===== config.mk =====
export PLATFORM = sky130hd
export DESIGN_NAME = axi_grid_router
export DESIGN_NICKNAME = d
export VERILOG_FILES = /design/src/rtl/axi_grid_router.sv
export SDC_FILE = /design/constraint.sdc
export NUM_CORES = 1
export LEC_CHECK = 0
export CAP_MARGIN = 20
export CORE_ASPECT_RATIO = 0.75
export CORE_MARGIN = 1.5
export CORE_UTILIZATION = 52
export DETAILED_ROUTE_END_ITERATION = 8
export PLACE_DENSITY = 0.8
export SETUP_SLACK_MARGIN = 0.05
export SLEW_MARGIN = 0
export SYNTH_ARGS = -nofsm -noshare
export SYNTH_HDL_FRONTEND = slang
export SYNTH_SLANG_ARGS = --single-unit
export TNS_END_PERCENT = 1

===== constraint.sdc =====
create_clock -name clk_i -period 7.4 [get_ports clk_i]
set_input_delay 2.22 -clock clk_i [delete_from_list [all_inputs] [get_ports clk_i]]
set_output_delay 2.22 -clock clk_i [all_outputs]
set_load 0.005 [all_outputs]

===== src/rtl/axi_grid_router.sv =====
// ---------------------------------------------------------------------------
// axi_grid_router
//
// Three-port wormhole router node for a 2-D ring grid. Every input is
// buffered in a small FIFO holding {did, data, last}; each FIFO head is
// routed by a fixed column-first rule:
//   did.col != NI_COL -> H ring output (port 0)
//   did.row != NI_ROW -> V ring output (port 1)
//   otherwise         -> local output  (port 2)
// Each output arbitrates round-robin among the inputs requesting it. Once a
// beat is presented, the output locks to that input until the last beat of
// the packet is handed over, so packets never interleave.
//
// Optional feature: define AXI_GRID_ROUTER_STATS_EN to add per-output
// statistics counters (beat_cnt_o, stall_cnt_o). Without the macro these
// ports and their counters do not exist.
//
// Ports (index 0 = H ring, 1 = V ring, 2 = local):
//   clk_i        : single clock, rising edge
//   arst_ni      : asynchronous active-low reset
//   in_did_i     : destination {row, col} per input
//   in_data_i    : payload per input
//   in_last_i    : last beat of packet per input
//   in_valid_i   : input valid
//   in_ready_o   : input ready (FIFO not full, low while in reset)
//   out_did_o    : destination of the beat presented on each output
//   out_data_o   : payload presented on each output
//   out_last_o   : last flag presented on each output
//   out_valid_o  : output valid
//   out_ready_i  : output ready
//   beat_cnt_o   : (stats only) output handshakes, wraps at 2^32
//   stall_cnt_o  : (stats only) cycles with valid && !ready, wraps at 2^32
// ---------------------------------------------------------------------------
module axi_grid_router #(
  parameter int DATA_W     = 64,
  parameter int ROW_W      = 2,
  parameter int COL_W      = 2,
  parameter int NI_ROW     = 0,
  parameter int NI_COL     = 0,
  parameter int FIFO_DEPTH = 4
) (
  input  logic                   clk_i,
  input  logic                   arst_ni,
  input  logic [ROW_W+COL_W-1:0] in_did_i    [3],
  input  logic [DATA_W-1:0]      in_data_i   [3],
  input  logic                   in_last_i   [3],
  input  logic                   in_valid_i  [3],
  output logic                   in_ready_o  [3],
  output logic [ROW_W+COL_W-1:0] out_did_o   [3],
  output logic [DATA_W-1:0]      out_data_o  [3],
  output logic                   out_last_o  [3],
  output logic                   out_valid_o [3],
  input  logic                   out_ready_i [3]
`ifdef AXI_GRID_ROUTER_STATS_EN
  ,
  output logic [31:0]            beat_cnt_o  [3],
  output logic [31:0]            stall_cnt_o [3]
`endif
);

  localparam int DID_W   = ROW_W + COL_W;
  localparam int ENTRY_W = DID_W + DATA_W + 1;
  localparam int PTR_W   = $clog2(FIFO_DEPTH);
  localparam int CNT_W   = PTR_W + 1;

  // Entry layout: {did, data, last}; last in bit 0.
  logic [ENTRY_W-1:0] head       [3];
  logic               head_valid [3];
  logic [1:0]         dest       [3];
  logic               pop        [3];
  logic [1:0]         grant      [3];

  // Keeps every in_ready_o low while in reset; rises on the first clock
  // edge after release.
  logic ready_en_reg;

  // (base + k) mod 3 for base in 0..2, k in 0..2.
  function automatic logic [1:0] rr_idx(input logic [1:0] base, input int k);
    int s;
    s = int'(base) + k;
    if (s >= 3) s = s - 3;
    return 2'(s);
  endfunction

  always_ff @(posedge clk_i or negedge arst_ni) begin
    if (!arst_ni) begin
      ready_en_reg <= 1'b0;
    end else begin
      ready_en_reg <= 1'b1;
    end
  end

  // -------------------------------------------------------------------------
  // Input FIFOs and routing of their heads
  // -------------------------------------------------------------------------
  for (genvar gi = 0; gi < 3; gi++) begin : g_in
    logic [ENTRY_W-1:0] mem [FIFO_DEPTH];
    logic [PTR_W-1:0]   wr_ptr_reg;
    logic [PTR_W-1:0]   rd_ptr_reg;
    logic [CNT_W-1:0]   count_reg;
    logic               push;
    logic [COL_W-1:0]   head_col;
    logic [ROW_W-1:0]   head_row;

    assign in_ready_o[gi] = ready_en_reg && (count_reg != CNT_W'(FIFO_DEPTH));
    assign push           = in_valid_i[gi] && in_ready_o[gi];

    // Storage carries no reset; emptiness is tracked by the count.
    always_ff @(posedge clk_i) begin
      if (push) begin
        mem[wr_ptr_reg] <= {in_did_i[gi], in_data_i[gi], in_last_i[gi]};
      end
    end

    always_ff @(posedge clk_i or negedge arst_ni) begin
      if (!arst_ni) begin
        wr_ptr_reg <= '0;
        rd_ptr_reg <= '0;
        count_reg  <= '0;
      end else begin
        if (push) begin
          wr_ptr_reg <= wr_ptr_reg + PTR_W'(1);
        end
        if (pop[gi]) begin
          rd_ptr_reg <= rd_ptr_reg + PTR_W'(1);
        end
        if (push && !pop[gi]) begin
          count_reg <= count_reg + CNT_W'(1);
        end else if (!push && pop[gi]) begin
          count_reg <= count_reg - CNT_W'(1);
        end
      end
    end

    assign head[gi]       = mem[rd_ptr_reg];
    assign head_valid[gi] = (count_reg != '0);
    assign head_col       = head[gi][DATA_W+1 +: COL_W];
    assign head_row       = head[gi][DATA_W+1+COL_W +: ROW_W];

    // Column first, then row, else deliver locally.
    always_comb begin
      dest[gi] = 2'd2;
      if (head_col != COL_W'(NI_COL)) begin
        dest[gi] = 2'd0;
      end else if (head_row != ROW_W'(NI_ROW)) begin
        dest[gi] = 2'd1;
      end
    end

    // Only the output this head is routed to can pop it, and only when that
    // output has granted this input.
    assign pop[gi] = head_valid[gi] && out_valid_o[dest[gi]] &&
                     out_ready_i[dest[gi]] && (grant[dest[gi]] == 2'(gi));
  end

  // -------------------------------------------------------------------------
  // Output arbiters
  // -------------------------------------------------------------------------
  for (genvar gi = 0; gi < 3; gi++) begin : g_out
    logic               locked_reg;
    logic [1:0]         owner_reg;
    logic [1:0]         ptr_reg;
    logic [1:0]         sel;
    logic               any_req;
    logic               hs;
    logic [ENTRY_W-1:0] sel_entry;

    always_comb begin
      sel     = owner_reg;
      any_req = 1'b0;
      if (locked_reg) begin
        any_req = head_valid[owner_reg] && (dest[owner_reg] == 2'(gi));
      end else begin
        // Walk from the highest offset down so the nearest requester to
        // ptr_reg is the one left in sel.
        for (int k = 2; k >= 0; k--) begin
          if (head_valid[rr_idx(ptr_reg, k)] &&
              (dest[rr_idx(ptr_reg, k)] == 2'(gi))) begin
            sel     = rr_idx(ptr_reg, k);
            any_req = 1'b1;
          end
        end
      end
    end

    assign sel_entry       = head[sel];
    assign grant[gi]       = sel;
    assign out_valid_o[gi] = any_req;
    assign out_did_o[gi]   = sel_entry[DATA_W+1 +: DID_W];
    assign out_data_o[gi]  = sel_entry[1 +: DATA_W];
    assign out_last_o[gi]  = sel_entry[0];
    assign hs              = any_req && out_ready_i[gi];

    // The lock is taken as soon as a beat is presented, not only after it is
    // accepted: a stalled beat must not be replaced by a newly arriving
    // requester with higher round-robin priority.
    always_ff @(posedge clk_i or negedge arst_ni) begin
      if (!arst_ni) begin
        locked_reg <= 1'b0;
        owner_reg  <= 2'd0;
        ptr_reg    <= 2'd0;
      end else if (hs && sel_entry[0]) begin
        locked_reg <= 1'b0;
        ptr_reg    <= rr_idx(sel, 1);
      end else if (any_req) begin
        locked_reg <= 1'b1;
        owner_reg  <= sel;
      end
    end

`ifdef AXI_GRID_ROUTER_STATS_EN
    logic [31:0] beat_cnt_reg;
    logic [31:0] stall_cnt_reg;

    always_ff @(posedge clk_i or negedge arst_ni) begin
      if (!arst_ni) begin
        beat_cnt_reg  <= '0;
        stall_cnt_reg <= '0;
      end else begin
        if (hs) begin
          beat_cnt_reg <= beat_cnt_reg + 32'd1;
        end
        if (any_req && !out_ready_i[gi]) begin
          stall_cnt_reg <= stall_cnt_reg + 32'd1;
        end
      end
    end

    assign beat_cnt_o[gi]  = beat_cnt_reg;
    assign stall_cnt_o[gi] = stall_cnt_reg;
`endif
  end

endmodule

==> metrics.log <==
INFO  metric grt_usage = 28.7%
INFO  metric setup_violations = 0
INFO  metric flow.area_growth_from_synthesis = 21.5%
INFO  metric chipWidth = 313 µm
INFO  metric antenna_left = 0
INFO  metric clk_pin_slew_worst_paths = 0.06 ns
INFO  metric critPathMaxStageDelay = 0.84 ns
INFO  metric timing.critical_path.arrival = 5.06 ns
INFO  metric fill_cell_total_of_the_finished_layout = 4887
INFO  metric path_common_cell = sky130_fd_sc_hd__a31oi_1
INFO  metric yosys-top-cells-area = sky130_fd_sc_hd__edfxtp_1 (66%), sky130_fd_sc_hd__mux4_2 (12%), sky130_fd_sc_hd__mux2i_1 (3.9%), sky130_fd_sc_hd__dfrtp_1 (2.5%), sky130_fd_sc_hd__nand2_1 (2.3%)
INFO  metric clock_period_minus_final_worst_setup_slack = 7.28 ns
INFO  metric timing.critical_path.required = 5.18 ns
INFO  metric vias_per_cell = 6.40
INFO  metric r2r_cells = 13
INFO  metric number_of_antenna_violations_at_the_first_check_in_global_routing = 28
INFO  metric finish.cell_count_without_fillers = 3688
INFO  metric final_area = 45600 µm²
INFO  metric worst_setup_path_end_kind = primary output
INFO  metric avgRoutedWirePerCell = 29.2 µm
INFO  metric design.portCount = 428
INFO  metric routed_wirelength = 108 mm
INFO  metric rrSetupSlack = 2.25 ns
INFO  metric worst_r2r_startpoint = g_in[0].rd_ptr_reg[1]
INFO  metric grt_overflow = 0
INFO  metric crit_path_cell_trace = mux4_2 > o21a_1 > a2111oi_4 > a31oi_1 > a31oi_4 > buf_12 > nand2_1 > a31oi_1 > clkdlybuf4s50_1
INFO  metric yosysWarnings = 0
INFO  metric port-buffer-count = 427
INFO  metric synthDominantAreaCellType = sky130_fd_sc_hd__edfxtp_1
INFO  metric timing.slew.headroom = 25.3%
INFO  metric grt_pass1_vias = 23019
INFO  metric initial_utilization = 52.4%
INFO  metric clock_path_buffers = 3
INFO  metric tightest_slew = 1.11 ns
INFO  metric count_of_flip_flops_with_a_built_in_enable_after_synthesis = 828
INFO  metric cts_tree = yes
INFO  metric critical_path.max_fanout = 29
INFO  metric post_place_cell_area = 42900 µm²
INFO  metric die-height = 236 µm
INFO  metric maximum_level_of_the_cts_h_tree = 3
INFO  metric crit-reg2reg-capture = g_in[2].count_reg[1]
INFO  metric postSynthCellCount = 2239
INFO  metric fin_crit_sh = 98.4%
INFO  metric post-route-drc-count = 0
INFO  metric ys_seq_elements = 865
INFO  metric maximum_number_of_pins_on_one_net_before_global_route_repair = 74
INFO  metric tritoncts.num_buffers = 82
INFO  metric slew_viol_final = 0
INFO  metric synth-main-ff-cell = sky130_fd_sc_hd__edfxtp_1
INFO  metric largest_reg_flops = 828
INFO  metric worst_slack = 0.120 ns
INFO  metric synth.distinct_cells = 88
INFO  metric multiInputGateArea = 11100 µm²
INFO  metric die-area = 73800 µm²
INFO  metric layout.nets = 2896
INFO  metric postSynthNetCount = 2479
INFO  metric detail_route.first_pass.iterations = 7
INFO  metric fin_tns_setup = 0 ns
INFO  metric wire_length_of_the_first_global_routing_pass = 154 mm
INFO  metric cts_hold_buf = 0
INFO  metric core_area = 71600 µm²
INFO  metric status = completed
INFO  metric start_kind = flop
INFO  metric post-synth-top-area-fraction = 66.3%
INFO  metric syn_area_per_cell = 16.8 µm²
INFO  metric clockRootBuffer = sky130_fd_sc_hd__clkbuf_16
INFO  metric dpl.cell_count = 3526
INFO  metric clock_insertion_delay_worst_skew = 0.66 ns
INFO  metric timing.setup.critical_path_class = flop to primary output
INFO  metric cp-startpoint = g_in[2].rd_ptr_reg[0]
INFO  metric syn_area = 37500 µm²
INFO  metric yosysSeqAreaShare = 68.7%
INFO  metric ff_latch_area = 25800 µm²
INFO  metric drtIter0Drc = 3391
INFO  metric dr_total_vias = 23589
INFO  metric hold_viol = 0
INFO  metric timing.clock.skew = 0.0298 ns
INFO  metric peakVddDrop = 0.000322 V
INFO  metric gp_routability_congestion = 0.947
INFO  metric rsz0062_at_grt = true
INFO  metric synth_async_sr_flop_share = 4.28%
INFO  metric hold_path.class = flop to flop
INFO  metric cp-endpoint = out_data_o[187]
INFO  metric p_leak = 15.0 nW
INFO  metric placement_rows = 85
INFO  metric max_cap_viol_count = 0
INFO  metric dp_hpwl = 70.2 mm
INFO  metric cts.sink_count = 865
INFO  metric maxClockFrequency = 137 MHz
INFO  metric worst_path_max_delay_cell = sky130_fd_sc_hd__a31oi_4
INFO  metric fraction_of_final_layout_cells_with_drive_strength_greater_than_1 = 15.9%
INFO  metric power.density = 407 nW/µm²
INFO  metric preCtsSetupSlack = 0.683 ns
## cells in the final DEF (no fill, tap or decap), drive strengths merged, types with 9 or more instances in the layout
cell type      netlist  final
diode                0     12
edfxtp             828    828
ha                  22     22
mux4               207    207
clkdlybuf4s50        0    427
nand2              229    229
nand3               73     73
nor2                36     36
clkinv               0     40
nor3                13     13
and3                13     13
mux2                 9      9
inv                 31     35
a31oi               71     71
dfrtp               37     37
xnor2               12     12
mux2i              145    145
buf                 48     52
a21oi               79     79
o21ai              155    155
clkbuf              99    101
## how the worst min path moves through the flow
stage,slack (ns),end,depth (start not counted),from
2_1_floorplan,0.45,g_in[0].count_reg[2],1,g_in[0].count_reg[2]
3_3_place_gp,0.47,g_in[0].count_reg[2],1,g_in[0].count_reg[2]
3_5_place_dp,0.51,g_in[0].count_reg[2],1,g_in[0].count_reg[2]
4_1_cts,0.52,g_in[0].count_reg[2],1,g_in[0].count_reg[2]
5_1_grt,0.53,g_in[0].count_reg[2],1,g_in[0].count_reg[2]
6_report,0.51,g_in[0].count_reg[2],1,g_in[0].count_reg[2]
## timing repair
action	in CTS	in global routing
endpoints found under the setup margin	23	120
gates resized for setup	2	9
setup buffers	1	1
gates cloned	0	1
hold endpoints to repair	0	0
## synthesized netlist by cell type (6+ instances only)
cell,count
sky130_fd_sc_hd__a31oi_1,70
sky130_fd_sc_hd__edfxtp_1,828
sky130_fd_sc_hd__buf_1,13
sky130_fd_sc_hd__and3_1,13
sky130_fd_sc_hd__ha_1,22
sky130_fd_sc_hd__or3_1,6
sky130_fd_sc_hd__mux4_2,207
sky130_fd_sc_hd__nor2_1,33
sky130_fd_sc_hd__a211oi_1,6
sky130_fd_sc_hd__buf_4,11
sky130_fd_sc_hd__inv_1,29
sky130_fd_sc_hd__mux2i_1,145
sky130_fd_sc_hd__o21ai_1,141
sky130_fd_sc_hd__nand2_1,229
sky130_fd_sc_hd__clkbuf_1,99
sky130_fd_sc_hd__buf_2,16
sky130_fd_sc_hd__o21ai_0,14
sky130_fd_sc_hd__nand3_1,73
sky130_fd_sc_hd__buf_6,8
sky130_fd_sc_hd__dfrtp_1,37
sky130_fd_sc_hd__xnor2_1,12
sky130_fd_sc_hd__xor2_1,6
sky130_fd_sc_hd__nor3_1,12
sky130_fd_sc_hd__a21oi_1,79
## routing by layer
layer | wire length, µm | track usage [%] | share of wire (%) | up-vias
met4 | 3380 | 8.62 | 3.1 | 32
met2 | 50300 | 44.7 | 47 | 1530
li1 | - | - | - | 9830
met5 | 199 | 0 | 0.18 | -
met3 | 12600 | 8.83 | 12 | 303
met1 | 41300 | 39.1 | 38 | 11894
## logic make-up (layout without fill, tap and decap cells)
| kind of cell | Yosys count | in the layout | synth area share, % |
|---|---|---|---|
| DFF | 865 | 865 | 68.7 |
| and+or+nand+nor | 412 | 412 | 5.06 |
| AOI/OAI and AO/OA | 379 | 379 | 6.16 |
| muxes | 361 | 361 | 16.6 |
| buffers and inverters | 178 | 658 | 2.10 |
| adders and majority gates | 25 | 25 | 0.894 |
| xor gates and xnor gates | 18 | 18 | 0.420 |
| other | 1 | 13 | 0.0100 |
## worst max-delay path: cells and delay by family, from the launching register on
family	cells	cell delay, ns
AO/OA/AOI/OAI	5	2.08
buffers and inverters	2	0.85
flip-flops	1	0.69
multiplexers	1	0.68
AND/OR/NAND/NOR	1	0.09
## per-stage QoR
stage	hold slack [ns]	power [mW]	util, %
finish	0.514	18.5	63.7
global route	0.531	19.2	63.7
CTS	0.518	18.5	63.6
detailed placement	0.509	14.5	60.0
global placement	0.470	14.3	60.0
floorplan	0.450	10.9	-
## power breakdown
group / switching, mW / internal, mW
Sequential: 0.296 / 5.97
Combinational: 4.52 / 3.78
Clock: 1.81 / 2.17
Total: 6.63 / 11.9
## cell type report
type	instances	area share [%]
sequential	865	56.6
multi-input combinational	1196	24.3
timing repair buffer	480	10.7
clock buffer	100	4.74
tap	957	2.63
clock inverter	47	0.785
inverter	31	0.255
antenna	12	0.0659
(Power assumes the default switching activity.)
